===== src/rtl/motor_niveles_tamagotchi_if.sv =====
// Bus between the pet stat engine and its surroundings: tick/action pulses in,
// registered levels and life state out.
interface motor_niveles_tamagotchi_if;
   logic       tick;
   logic       B_Test;
   logic       B_Alimentar;
   logic       B_Jugar;
   logic       B_Dormir;
   logic       B_Curar;
   logic [1:0] Nivel_Animo;
   logic [1:0] Nivel_Energia;
   logic [1:0] Nivel_Descanso;
   logic [1:0] Nivel_Salud;
   logic       Durmiendo;
   logic       Muerto;

   modport master (
      output tick, B_Test, B_Alimentar, B_Jugar, B_Dormir, B_Curar,
      input  Nivel_Animo, Nivel_Energia, Nivel_Descanso, Nivel_Salud, Durmiendo, Muerto
   );

   modport slave (
      input  tick, B_Test, B_Alimentar, B_Jugar, B_Dormir, B_Curar,
      output Nivel_Animo, Nivel_Energia, Nivel_Descanso, Nivel_Salud, Durmiendo, Muerto
   );
endinterface


===== src/rtl/motor_niveles_tamagotchi.sv =====
// Pet stat engine: tick-driven decay, action-driven rises, sleep/awake/dead FSM.
// Optional SALUD_ACOPLADA_EN halves the Salud decay period while any other stat is 0.
//
// state     | meaning
// DESPIERTO | awake: all four stats decay, feed/play/heal/sleep accepted
// DURMIENDO | asleep: Descanso refills on its own counter, only B_Dormir accepted
// MUERTO    | dead: everything frozen until B_Reset
module motor_niveles_tamagotchi #(
   parameter int Tiempo_De_Cambio = 10,
   parameter int Tiempo_Salud     = 20,
   parameter int Tiempo_Sueno     = 5
) (
   input logic                       clk,
   input logic                       B_Reset,
   motor_niveles_tamagotchi_if.slave bus
);
   localparam int W_C = $clog2(Tiempo_De_Cambio + 1);
   localparam int W_S = $clog2(Tiempo_Salud + 1);
   localparam int W_Z = $clog2(Tiempo_Sueno + 1);
   localparam int SALUD_MEDIO = ((Tiempo_Salud / 2) < 1) ? 1 : (Tiempo_Salud / 2);

   localparam logic [W_C-1:0] FIN_C       = W_C'(Tiempo_De_Cambio - 1);
   localparam logic [W_S-1:0] FIN_S       = W_S'(Tiempo_Salud - 1);
   localparam logic [W_S-1:0] FIN_S_MEDIO = W_S'(SALUD_MEDIO - 1);
   localparam logic [W_Z-1:0] FIN_Z       = W_Z'(Tiempo_Sueno - 1);

   // encoding chosen so Durmiendo/Muerto are plain register bits
   typedef enum logic [1:0] {
      DESPIERTO = 2'b00,
      DURMIENDO = 2'b01,
      MUERTO    = 2'b10
   } estado_t;

   estado_t        estado_q, estado_d;
   logic [1:0]     animo_q, animo_d;
   logic [1:0]     energia_q, energia_d;
   logic [1:0]     descanso_q, descanso_d;
   logic [1:0]     salud_q, salud_d;
   logic [W_C-1:0] cnt_a_q, cnt_a_d;
   logic [W_C-1:0] cnt_e_q, cnt_e_d;
   logic [W_C-1:0] cnt_d_q, cnt_d_d;
   logic [W_S-1:0] cnt_s_q, cnt_s_d;
   logic [W_Z-1:0] cnt_z_q, cnt_z_d;

   logic           despierto, dormido;
   logic           al, ju, cu;
   logic           ev_a, ev_e, ev_d, ev_s, sube;
   logic [W_S-1:0] fin_s;

   // level + inc - dec, clamped to 0..3
   function automatic logic [1:0] sat_lvl(input logic [1:0] lvl, input logic [1:0] inc,
                                          input logic [1:0] dec);
      logic [2:0] suma;
      suma = {1'b0, lvl} + {1'b0, inc};
      if (suma < {1'b0, dec}) return 2'd0;
      suma = suma - {1'b0, dec};
      return (suma > 3'd3) ? 2'd3 : suma[1:0];
   endfunction

   always_ff @(posedge clk or negedge B_Reset) begin
      if (!B_Reset) begin
         estado_q   <= DESPIERTO;
         animo_q    <= 2'd3;
         energia_q  <= 2'd3;
         descanso_q <= 2'd3;
         salud_q    <= 2'd3;
         cnt_a_q    <= '0;
         cnt_e_q    <= '0;
         cnt_d_q    <= '0;
         cnt_s_q    <= '0;
         cnt_z_q    <= '0;
      end else begin
         estado_q   <= estado_d;
         animo_q    <= animo_d;
         energia_q  <= energia_d;
         descanso_q <= descanso_d;
         salud_q    <= salud_d;
         cnt_a_q    <= cnt_a_d;
         cnt_e_q    <= cnt_e_d;
         cnt_d_q    <= cnt_d_d;
         cnt_s_q    <= cnt_s_d;
         cnt_z_q    <= cnt_z_d;
      end
   end

   always_comb begin
      estado_d   = estado_q;
      animo_d    = animo_q;
      energia_d  = energia_q;
      descanso_d = descanso_q;
      salud_d    = salud_q;
      cnt_a_d    = cnt_a_q;
      cnt_e_d    = cnt_e_q;
      cnt_d_d    = cnt_d_q;
      cnt_s_d    = cnt_s_q;
      cnt_z_d    = cnt_z_q;
      ev_a       = 1'b0;
      ev_e       = 1'b0;
      ev_d       = 1'b0;
      ev_s       = 1'b0;
      sube       = 1'b0;
      despierto  = (estado_q == DESPIERTO);
      dormido    = (estado_q == DURMIENDO);
      al         = despierto & bus.B_Alimentar;
      ju         = despierto & bus.B_Jugar;
      cu         = despierto & bus.B_Curar;
      fin_s      = FIN_S;
`ifdef SALUD_ACOPLADA_EN
      if (animo_q == 2'd0 || energia_q == 2'd0 || descanso_q == 2'd0) fin_s = FIN_S_MEDIO;
`endif

      if (estado_q != MUERTO) begin
         if (bus.B_Test) begin
            cnt_a_d = '0;
            ev_a    = bus.tick;
         end else if (bus.tick) begin
            if (cnt_a_q >= FIN_C) begin
               cnt_a_d = '0;
               ev_a    = 1'b1;
            end else begin
               cnt_a_d = cnt_a_q + W_C'(1);
            end
         end
         if (ju) cnt_a_d = '0;

         if (bus.B_Test) begin
            cnt_e_d = '0;
            ev_e    = bus.tick;
         end else if (bus.tick) begin
            if (cnt_e_q >= FIN_C) begin
               cnt_e_d = '0;
               ev_e    = 1'b1;
            end else begin
               cnt_e_d = cnt_e_q + W_C'(1);
            end
         end
         if (al | ju) cnt_e_d = '0;

         // Descanso decay prescaler is paused while asleep
         if (despierto) begin
            if (bus.B_Test) begin
               cnt_d_d = '0;
               ev_d    = bus.tick;
            end else if (bus.tick) begin
               if (cnt_d_q >= FIN_C) begin
                  cnt_d_d = '0;
                  ev_d    = 1'b1;
               end else begin
                  cnt_d_d = cnt_d_q + W_C'(1);
               end
            end
         end

         // >= so a counter already past a freshly halved period fires on the next tick
         if (bus.B_Test) begin
            cnt_s_d = '0;
            ev_s    = bus.tick;
         end else if (bus.tick) begin
            if (cnt_s_q >= fin_s) begin
               cnt_s_d = '0;
               ev_s    = 1'b1;
            end else begin
               cnt_s_d = cnt_s_q + W_S'(1);
            end
         end
         if (cu) cnt_s_d = '0;

         if (dormido) begin
            if (bus.tick) begin
               if (cnt_z_q >= FIN_Z) begin
                  cnt_z_d = '0;
                  sube    = 1'b1;
               end else begin
                  cnt_z_d = cnt_z_q + W_Z'(1);
               end
            end
         end else begin
            cnt_z_d = '0;
         end

         animo_d    = sat_lvl(animo_q, {1'b0, ju}, {1'b0, ev_a});
         energia_d  = sat_lvl(energia_q, {1'b0, al}, {1'b0, ju} + {1'b0, ev_e});
         descanso_d = sat_lvl(descanso_q, {1'b0, sube}, {1'b0, ev_d});
         salud_d    = sat_lvl(salud_q, {1'b0, cu}, {1'b0, ev_s});

         if (salud_q == 2'd0) begin
            estado_d = MUERTO;
         end else if (despierto && bus.B_Dormir) begin
            estado_d = DURMIENDO;
         end else if (dormido && (bus.B_Dormir || descanso_d == 2'd3)) begin
            estado_d = DESPIERTO;
         end
      end
   end

   assign bus.Nivel_Animo    = animo_q;
   assign bus.Nivel_Energia  = energia_q;
   assign bus.Nivel_Descanso = descanso_q;
   assign bus.Nivel_Salud    = salud_q;
   assign bus.Durmiendo      = estado_q[0];
   assign bus.Muerto         = estado_q[1];
endmodule


===== src/flat_wrapper.sv =====
// flat-port wrapper written by rule: the top's interface ports become plain ports
module motor_niveles_tamagotchi_flat 
#(
   parameter int Tiempo_De_Cambio = 10,
   parameter int Tiempo_Salud     = 20,
   parameter int Tiempo_Sueno     = 5
)
  (clk, B_Reset, bus_tick, bus_B_Test, bus_B_Alimentar, bus_B_Jugar, bus_B_Dormir, bus_B_Curar, bus_Nivel_Animo, bus_Nivel_Energia, bus_Nivel_Descanso, bus_Nivel_Salud, bus_Durmiendo, bus_Muerto);
  motor_niveles_tamagotchi_if bus_i ();
  input logic clk;
  input logic B_Reset;
  input wire logic [$bits(bus_i.tick)-1:0] bus_tick;
  input wire logic [$bits(bus_i.B_Test)-1:0] bus_B_Test;
  input wire logic [$bits(bus_i.B_Alimentar)-1:0] bus_B_Alimentar;
  input wire logic [$bits(bus_i.B_Jugar)-1:0] bus_B_Jugar;
  input wire logic [$bits(bus_i.B_Dormir)-1:0] bus_B_Dormir;
  input wire logic [$bits(bus_i.B_Curar)-1:0] bus_B_Curar;
  output wire logic [$bits(bus_i.Nivel_Animo)-1:0] bus_Nivel_Animo;
  output wire logic [$bits(bus_i.Nivel_Energia)-1:0] bus_Nivel_Energia;
  output wire logic [$bits(bus_i.Nivel_Descanso)-1:0] bus_Nivel_Descanso;
  output wire logic [$bits(bus_i.Nivel_Salud)-1:0] bus_Nivel_Salud;
  output wire logic [$bits(bus_i.Durmiendo)-1:0] bus_Durmiendo;
  output wire logic [$bits(bus_i.Muerto)-1:0] bus_Muerto;
  assign bus_i.tick = bus_tick;
  assign bus_i.B_Test = bus_B_Test;
  assign bus_i.B_Alimentar = bus_B_Alimentar;
  assign bus_i.B_Jugar = bus_B_Jugar;
  assign bus_i.B_Dormir = bus_B_Dormir;
  assign bus_i.B_Curar = bus_B_Curar;
  assign bus_Nivel_Animo = bus_i.Nivel_Animo;
  assign bus_Nivel_Energia = bus_i.Nivel_Energia;
  assign bus_Nivel_Descanso = bus_i.Nivel_Descanso;
  assign bus_Nivel_Salud = bus_i.Nivel_Salud;
  assign bus_Durmiendo = bus_i.Durmiendo;
  assign bus_Muerto = bus_i.Muerto;
  motor_niveles_tamagotchi #(.Tiempo_De_Cambio(Tiempo_De_Cambio), .Tiempo_Salud(Tiempo_Salud), .Tiempo_Sueno(Tiempo_Sueno)) u_core (.clk(clk), .B_Reset(B_Reset), .bus(bus_i));
endmodule

===== config.mk =====
export PLATFORM = sky130hd
export DESIGN_NAME = motor_niveles_tamagotchi_flat
export DESIGN_NICKNAME = d
export VERILOG_FILES = /design/src/rtl/motor_niveles_tamagotchi_if.sv /design/src/rtl/motor_niveles_tamagotchi.sv /design/src/flat_wrapper.sv
export SDC_FILE = /design/constraint.sdc
export NUM_CORES = 1
export LEC_CHECK = 0
export BUFFER_PORTS_ARGS = -buffer_cell sky130_fd_sc_hd__buf_2
export CORE_MARGIN = 2
export CORE_UTILIZATION = 60
export DETAILED_ROUTE_END_ITERATION = 12
export GPL_ROUTABILITY_DRIVEN = 0
export PLACE_DENSITY = 0.8
export SETUP_SLACK_MARGIN = 0.2
export SLEW_MARGIN = 30
export SYNTH_ARGS = -nofsm -noshare
export SYNTH_HDL_FRONTEND = slang
export SYNTH_SLANG_ARGS = --single-unit

===== constraint.sdc =====
create_clock -name clk -period 5.4 [get_ports clk]
set_input_delay 0.81 -clock clk [delete_from_list [all_inputs] [get_ports clk]]
set_output_delay 0.81 -clock clk [all_outputs]
set_load 0.02 [all_outputs]

======== Word level (Yosys, flattened, before mapping) ========
Index checks and enable logic that the tools add are counted.
cells by class
  $add $sub $neg .......................... 14
  multipliers ............................. 0
  divide/modulo/power cells ............... 0
  order comparisons ....................... 13
  equality and inequality tests ........... 4
  shifts and indexed selects .............. 0
  multiplexer cells ....................... 63
  bitwise operators ....................... 4
  reduce and logical (&&, ||, !) cells .... 16
operators with widths
  kind                 number
  $mux 4               11
  $mux 2               16
  $mux 1               29
  $mux 5               4
  $add 2x1->3          4
  $add 4x1->4 const B  3
  $ge 4x4->1 const B   3
  $gt 3x2->1 const B   4
  $reduce_bool 3->1    4
  $reduce_and 2->1     5
  $lt 3x1->1           3
  $mux 3               3
  $sub 3x1->3          3
  $add 5x1->5 const B  1
  $ge 5x5->1 const B   1
  $logic_not 2->1      2
  $ne 2x2->1 const B   2
  $add 3x1->3 const B  1
  $and 1x1->1          3
  $ge 3x3->1 const B   1
  $lt 3x2->1           1
  $reduce_and 3->1     1
  $sub 3x2->3          1
  $add 1x1->2          1
  6 further kinds      7
storage, ports and cells
  register bits ........................... 30
  bits in latches ......................... 0
  bits in writable memories ............... 0
  bits in read-only memories .............. 0
  bits of input ports ..................... 8
  output and inout port bits .............. 10
  logic and storage cells ................. 124
  memories kept ........................... 0

======== Logic depth before layout (Yosys ltp) ========
Gate-level depths: netlist of the first run.
  word-level depth ........................ 17
  gate-level depth with buffers ........... 11
  depth with buffers taken out ............ 11

======== Least setup slack after synthesis of the first run ========
Ideal clock, no wire load.
  path kind ............................... reg2reg
  start point ............................. register u_core.cnt_e_q[0]
  end point ............................... register u_core.energia_q[1], in the netlist u_core.bus.Nivel_Energia[1]
  library setup time ...................... 0.061 ns
  arrival time ............................ 2.471 ns
  data required time ...................... 5.339 ns
  slack ................................... 2.868 ns
  cell stages (with the launch flop) ...... 10
  path buffers ............................ 0
  clock period less this slack ............ 2.532 ns
  cell sequence ........................... dfrtp_1 ha_1 or3b_1 a21oi_1 nor2_1 ha_1 fa_1 or3_1 a21oi_1 a22o_1
on the way
  cells in the longest elaborated chain, start to end .. 10
  elaborated cells between the ends (all ways) .. 13
  those cells by class .................... 2 x add/sub; 3 x order compare; 8 x mux
ends and longest elaborated chain
  item                                       line                                                             text
  start: declaration                         motor_niveles_tamagotchi.sv:40                                   logic [W_C-1:0] cnt_e_q, cnt_e_d;
  start signal: assignment                   motor_niveles_tamagotchi.sv:79                                   cnt_e_q <= cnt_e_d;
  $ge 4x4->1 *                               motor_niveles_tamagotchi.sv:130                                  if (cnt_e_q >= FIN_C) begin
  $mux 1 *                                   motor_niveles_tamagotchi.sv:130
  $mux 1 *                                   motor_niveles_tamagotchi.sv:129                                  end else if (bus.tick) begin
  $mux 1 *                                   motor_niveles_tamagotchi.sv:126                                  if (bus.B_Test) begin
  $mux 1 *                                   motor_niveles_tamagotchi.sv:112                                  if (estado_q != MUERTO) begin
  $add 1x1->2 *                              motor_niveles_tamagotchi.sv:182                                  energia_d = sat_lvl(energia_q, {1'b0, al}, {1'b0, ju} + {1'b0, ev_e});
  $sub 3x2->3 or $lt 3x2->1 (tied branches)  motor_niveles_tamagotchi.sv:56, motor_niveles_tamagotchi.sv:55
  $gt 3x2->1 or $mux 1 (tied branches)       motor_niveles_tamagotchi.sv:57, motor_niveles_tamagotchi.sv:55
  $mux 2 or $mux 1 (tied branches)           motor_niveles_tamagotchi.sv:57, motor_niveles_tamagotchi.sv:112
  $mux 2 *                                   motor_niveles_tamagotchi.sv:56                                   suma = suma - {1'b0, dec};
  end signal: assignment                     motor_niveles_tamagotchi.sv:75                                   energia_q <= energia_d;
  end: declaration                           motor_niveles_tamagotchi.sv:36                                   logic [1:0] energia_q, energia_d;
Every way passes the cells marked *; elsewhere a longest branch is shown, timed or not. The select of a mux whose other input is x is not followed.
A chain may end at the register's enable or synchronous reset.

======== Worst setup path after layout of the first run ========
Same ends and word-level chain as after synthesis.

==> impl_metrics.yaml, run 1 <==
logic_synthesis:
  synth_cells: 232
  ys_seq_elements: 30
  synthFlopType: "dfrtp_1"
  yosysSeqAreaShare_pct: 35.1
  async_flop_share_pct: 100
  syn-cell-area_mm2: 0.00217
  synth.distinct_cells: 47
  ys.warnings.count: 0
  synth_edf_count: 0
  avgSynthCellArea_um2: 9.34
  syn_nets: 274
timing:
  finClkSkew_ps: 2.19
  finalSetupViolations: 0
  max_slew_margin_pct: 55.8
  hold_violations: 0
  rsz0062_at_grt: "false"
  fin_crit_sh_pct: 50.7
  min_period_ps: 2740
  whs_ps: 489
  slew_viol_final: 0
  timing.final.ws_setup_ps: 2660
  fin_setup_tns_ps: 0
  max_freq_mhz: 365
  worst_pin_slew_ps: 663
setup_path:
  max_stage_delay_ps: 460
  cp_max_fo: 6
  timing.rr.start: "u_core.cnt_e_q[0]"
  rrSetupSlack_ps: 2660
  crit_type: "register to register"
  path_cells: "ha_1 -> or3b_1 -> a21oi_1 -> nor2_1 -> ha_1 -> fa_1 -> or3_1 -> a21oi_1 -> a22o_1"
  cp-end-kind: "register"
  startpoint_type: "register"
  worstPathRequired_ps: 5690
  slowest_stage: "dfrtp_1"
  r2r-end: "u_core.bus.Nivel_Energia[1]"
  reg2reg_depth: 9
  critPathArrivalTime_ps: 3030
global_routing:
  grt.total_usage_pct: 22.2
  grt_pass1_wl_mm: 7.04
  antenna_found_initial: 0
  grt_overflow: 0
  grt_max_degree: 31
  grt_pass1_vias: 1565
route:
  via_count: 1714
  drc: 0
  drt_wl_total_mm: 4.18
  ant_nets: 0
  drt_iter0_drc: 70
  post_drt_wl_per_cell_um: 13.9
  dr.pass1.iters: 4
  vias_per_cell: 5.69
finish:
  stdcell_count: 301
  postLayoutCoreUtil_pct: 69.5
  drive_gt1_share_pct: 17.3
  stdcell_area_mm2: 0.00237
  syn2layout_area_growth_pct: 9.53
  fin_nets: 296
  diodes: 0
floorplan:
  fp-row-count: 21
  die_h_um: 64.1
  ios: 18
  dieArea_mm2: 0.00411
  die_x_um: 64.1
  coreArea_mm2: 0.00342
  start_util_pct: 63.4
pwr:
  total_power_mw: 1.06
  peakVddDrop_v: 0.000269
  p_leak_nw: 1.16
  power_density_mw_per_mm2: 448
cts:
  cts_tree: "built"
  htreeDepth: 2
  clkTransAtPathRegs_ps: 100
  cts.sinks: 30
  cts_resized: 0
  postCtsSetupBuffers: 0
  cts-root-buf: "clkbuf_4"
  clk_latency_ps: 340
  clockBufferDepth: 2
  cts_buffers: 5
  ctsHoldBuffers: 0
placement:
  place_inst: 293
  portBuffers: 17
  place_ws_ps: 2690
  place_area_mm2: 0.00230
  dp_hpwl_mm: 3.14
run:
  maxCapViolations: 0
outcome:
  status: "complete, no violations"
worst_hold_path:
  hold_class: "primary input to async pin"
==> worst max path at each step <==
stage / from / to / slack [ps] / cells after the start
after global routing: u_core.estado_q[0] / u_core.bus.Nivel_Energia[1] / 2490 / 9
after detailed placement: u_core.cnt_e_q[0] / u_core.bus.Nivel_Energia[1] / 2690 / 9
after global placement: u_core.cnt_e_q[0] / u_core.bus.Nivel_Energia[0] / 2760 / 10
after floorplan: u_core.cnt_e_q[0] / u_core.bus.Nivel_Energia[1] / 2870 / 9
after CTS: u_core.cnt_e_q[0] / u_core.bus.Nivel_Energia[1] / 2660 / 9
final: u_core.cnt_e_q[0] / u_core.bus.Nivel_Energia[1] / 2660 / 9
==> registers in the layout, indices dropped and copies added (netlist names) <==
register                   count
u_core.cnt_s_q                 5
u_core.estado_q                2
u_core.bus.Nivel_Energia       2
u_core.bus.Nivel_Descanso      2
u_core.cnt_z_q                 3
u_core.cnt_a_q                 4
u_core.bus.Nivel_Animo         2
u_core.cnt_d_q                 4
u_core.cnt_e_q                 4
u_core.bus.Nivel_Salud         2
==> critical path: cells and delay by family (launching register included) <==
family / cells / cell delay, ps
fa+ha+maj: 3 / 880
simple gates: 3 / 820
compound gates: 3 / 530
flops: 1 / 460
==> power by group <==
group / switching [mW] / total, mW / internal [mW]
sequential: 0.0900 / 0.411 / 0.321
clock: 0.0847 / 0.181 / 0.0958
combinational: 0.271 / 0.472 / 0.201
total: 0.446 / 1.06 / 0.618
==> area by class of cell <==
type / count / area (um2)
tap: 46 / 57.6
multi-input combinational: 167 / 1260
fill: 285 / 1040
timing repair buffer: 18 / 92.6
inverter: 32 / 120
sequential: 30 / 761
clock buffer: 5 / 37.5
clock inverter: 3 / 40.0
==> synthesized netlist by cell type, drive strengths merged (2+ instances only) <==
library cell	count	area [um2]
nand2	20	75.1
and2	2	12.5
dfstp	8	210
dfrtp	22	551
inv	32	120
a21o	5	37.5
a221oi	4	41.3
or3b	3	26.3
fa	2	40.0
ha	32	400
a21oi	15	78.8
xnor2	4	35.0
o21ai	15	75.1
a22o	6	52.6
buf	3	21.3
nand2b	6	37.5
a22oi	2	15.0
or2	3	18.8
nor2b	4	25.0
nor2	12	45.0
nand4	2	12.5
a211oi	2	15.0
nand3	8	40.0
==> cells in the final DEF (no fill, tap or decap), types with 2 or more instances in the layout <==
cell type / netlist / routed
nand3_1: 8 / 8
ha_1: 32 / 32
dfrtp_1: 22 / 22
xnor2_1: 4 / 4
fa_1: 2 / 2
buf_2: 2 / 17
a22o_1: 6 / 6
a211oi_1: 2 / 2
dfstp_2: 8 / 8
or2_2: 3 / 3
nor2b_1: 4 / 4
a22oi_1: 2 / 2
nand2b_1: 6 / 6
nand4_1: 2 / 2
or3b_2: 2 / 2
nand2_1: 20 / 20
and2_1: 2 / 2
a21oi_1: 14 / 14
nor2_1: 12 / 12
o21ai_0: 15 / 15
clkinv_2: 0 / 2
clkbuf_4: 0 / 5
inv_1: 32 / 32
a221oi_1: 3 / 3
a21o_1: 5 / 5
==> routing by layer <==
| metal | up-vias | GRT usage, % | wire length, um | part of all wire, % |
|---|---|---|---|---|
| met5 | - | 0 | 0 | 0 |
| met2 | 20 | 34.9 | 2040 | 49 |
| met4 | 0 | 10.4 | 64 | 1.5 |
| met3 | 5 | 3.87 | 111 | 2.7 |
| li1 | 864 | - | - | - |
| met1 | 825 | 29.8 | 1960 | 47 |
==> cell families (layout without fill, tap and decap cells) <==
family                     after synthesis  after routing  synth area share (%)
buffers and inverters                   35             58                  6.52
AOI/OAI and AO/OA                       62             62                  20.0
DFF                                     30             30                  35.1
and+or+nand+nor                         67             67                  16.4
xor gates and xnor gates                 4              4                  1.62
adders and majority gates               34             34                  20.3
Note: power is estimated with default switching activity, not from simulation.
==> run 2: changes to the inputs <==
- clock period: 5.4 -> 2.58 ns (I/O delays scaled with it)
==> run 2 against run 1 <==
Effect of this change:
- core utilization increased by 5.8 points
- sequential share of layout area fell by 2.3 points
- setup slack got worse by 2600 ps
- first-iteration DRC count increased by 26%
- die area unchanged
- clock power increased by 97%
- critical path depth is the same
- flip-flop and latch count is the same
- count of clock-buffer cells in the layout rose by 3
- global-route usage is 1.8 points higher
- critical path type unchanged
- critical endpoint is now u_core.bus.Nivel_Energia[0]
- largest cell class unchanged
==> impl_metrics.yaml, run 2 (synthesis results as in run 1) <==
cts:
  clkTransAtPathRegs_ps: 100
  htreeDepth: 2
  ctsHoldBuffers: 0
  cts_buffers: 5
  cts-root-buf: "clkbuf_4"
  clockBufferDepth: 2
  cts_tree: "built"
  clk_latency_ps: 330
  cts.sinks: 30
setup_path:
  worstPathRequired_ps: 2860
  crit_buf_inv: 0
  cpMostUsedCell: "ha_2"
  cp-end-kind: "register"
  critPathArrivalTime_ps: 2820
  slowest_stage: "dfrtp_2"
  startpoint_type: "register"
  cp_max_fo: 4
  path_cells: "ha_2 -> or3b_4 -> a21oi_2 -> nor2_1 -> ha_2 -> fa_1 -> or3_4 -> a21oi_4 -> a22o_1"
  crit_family: "adder cells"
  max_stage_delay_ps: 450
  crit_type: "register to register"
run:
  maxCapViolations: 0
pwr:
  power_density_mw_per_mm2: 947
  peakVddDrop_v: 0.000516
  p_leak_nw: 1.21
  total_power_mw: 2.44
finish:
  fin_nets: 307
  final_cell_mix: "inv_1, ha_1, nand2_1"
  final_common_cell: "inv_1"
  stdcell_area_mm2: 0.00257
  diodes: 0
  syn2layout_area_growth_pct: 18.6
  regMostFlops: "u_core.cnt_s_q"
  drive_gt1_share_pct: 30.8
  largest_register_ffs: 5
route:
  drc: 0
  vias_per_cell: 5.72
  drt_wl_total_mm: 4.67
  drt_iter0_drc: 88
  via_count: 1786
  ant_nets: 0
  post_drt_wl_per_cell_um: 15.0
  dr.pass1.iters: 4
floorplan:
  start_util_pct: 63.4
  dieArea_mm2: 0.00411
  die_h_um: 64.1
  coreArea_mm2: 0.00342
  fp-row-count: 21
  die_x_um: 64.1
  ios: 18
timing:
  max_freq_mhz: 393
  finalSetupViolations: 0
  rsz0062_at_grt: "true"
  max_slew_margin_pct: 54.4
  min_period_ps: 2550
  fin_crit_sh_pct: 98.7
  finClkSkew_ps: 2.44
  worst_pin_slew_ps: 683
  hold_violations: 0
  slew_viol_final: 0
global_routing:
  grt_overflow: 0
  grt_pass1_wl_mm: 7.65
  antenna_found_initial: 0
  grt.total_usage_pct: 24.0
  grt_pass1_vias: 1730
  grt_max_degree: 31
worst_hold_path:
  hold_class: "primary input to async pin"
placement:
  dp_hpwl_mm: 3.22
  place_area_mm2: 0.00235
  portBuffers: 17
outcome:
  status: "complete, no violations"
[run 2: cell types whose count changed in the layout (fill, tap and decap cells not counted), sizes merged]
cell and delta:
bufinv -1, buf +11, clkbuf +3, clkinv -2
[run 2: final cells by class]
class	count	area (um2)
Sequential cell	30	766
Multi-Input combinational cell	167	1370
Clock buffer	8	78.8
Timing Repair Buffer	29	175
Tap cell	46	57.6
Fill cell	253	845
Inverter	32	120
[run 2: final timing paths]
check	from	endpoint	slack, ps	cells past startpoint
max in group asynchronous	B_Reset	u_core.cnt_e_q[0]	2020	1
min in group clk	bus_B_Dormir	u_core.estado_q[0]	310	3
worst max register to register	u_core.cnt_e_q[0]	u_core.bus.Nivel_Energia[0]	30	9
worst min-delay path	B_Reset	u_core.estado_q[1]	80	1
worst max-delay path	u_core.cnt_e_q[0]	u_core.bus.Nivel_Energia[0]	30	9
worst min register to register	u_core.bus.Nivel_Descanso[1]	u_core.bus.Nivel_Descanso[1]	490	2
[run 2: per-layer routing]
layer	GRT usage (%)	share of wire, %	vias to the layer above
met5	0	0	-
met4	9.31	2.1	0
met3	5.11	3.3	10
met2	40.5	50	35
met1	30.2	45	858
li1	-	-	883
[run 2: timing repair]
| item | in CTS | in global routing |
|---|---|---|
| endpoints found under the setup margin | 6 | 8 |
| hold endpoints to repair | 0 | 0 |
| buffers inserted | 5 | 4 |
| pin swaps | 4 | 5 |
| cloned | 0 | 0 |
| gates resized for setup | 4 | 19 |
[run 2: worst reg2reg max path, delay by kind of cell, from the launching register on]
family,cells,cell delay (ps)
compound gates,3,430
flops,1,450
simple gates,3,780
fa+ha+maj,3,830
[run 2: per-stage QoR]
stage	instances	hold slack, ps	worst slack, ps	setup TNS [ps]	utilization (%)
after detailed placement	295	468	57.7	0	68.9
after floorplan	232	91.4	168	0	-
after global routing	312	126	-45.0	-86.5	75.3
after CTS	308	97.2	99.0	0	72.5
after global placement	295	463	120	0	68.9
final	312	83.7	33.1	0	75.3
[run 2: where the power goes]
group | total, mW | internal [mW] | switching, mW | leakage [nW]
clock | 0.356 | 0.186 | 0.170 | 0.0446
combinational | 1.21 | 0.549 | 0.665 | 0.807
sequential | 0.866 | 0.676 | 0.190 | 0.356
total | 2.44 | 1.41 | 1.02 | 1.21
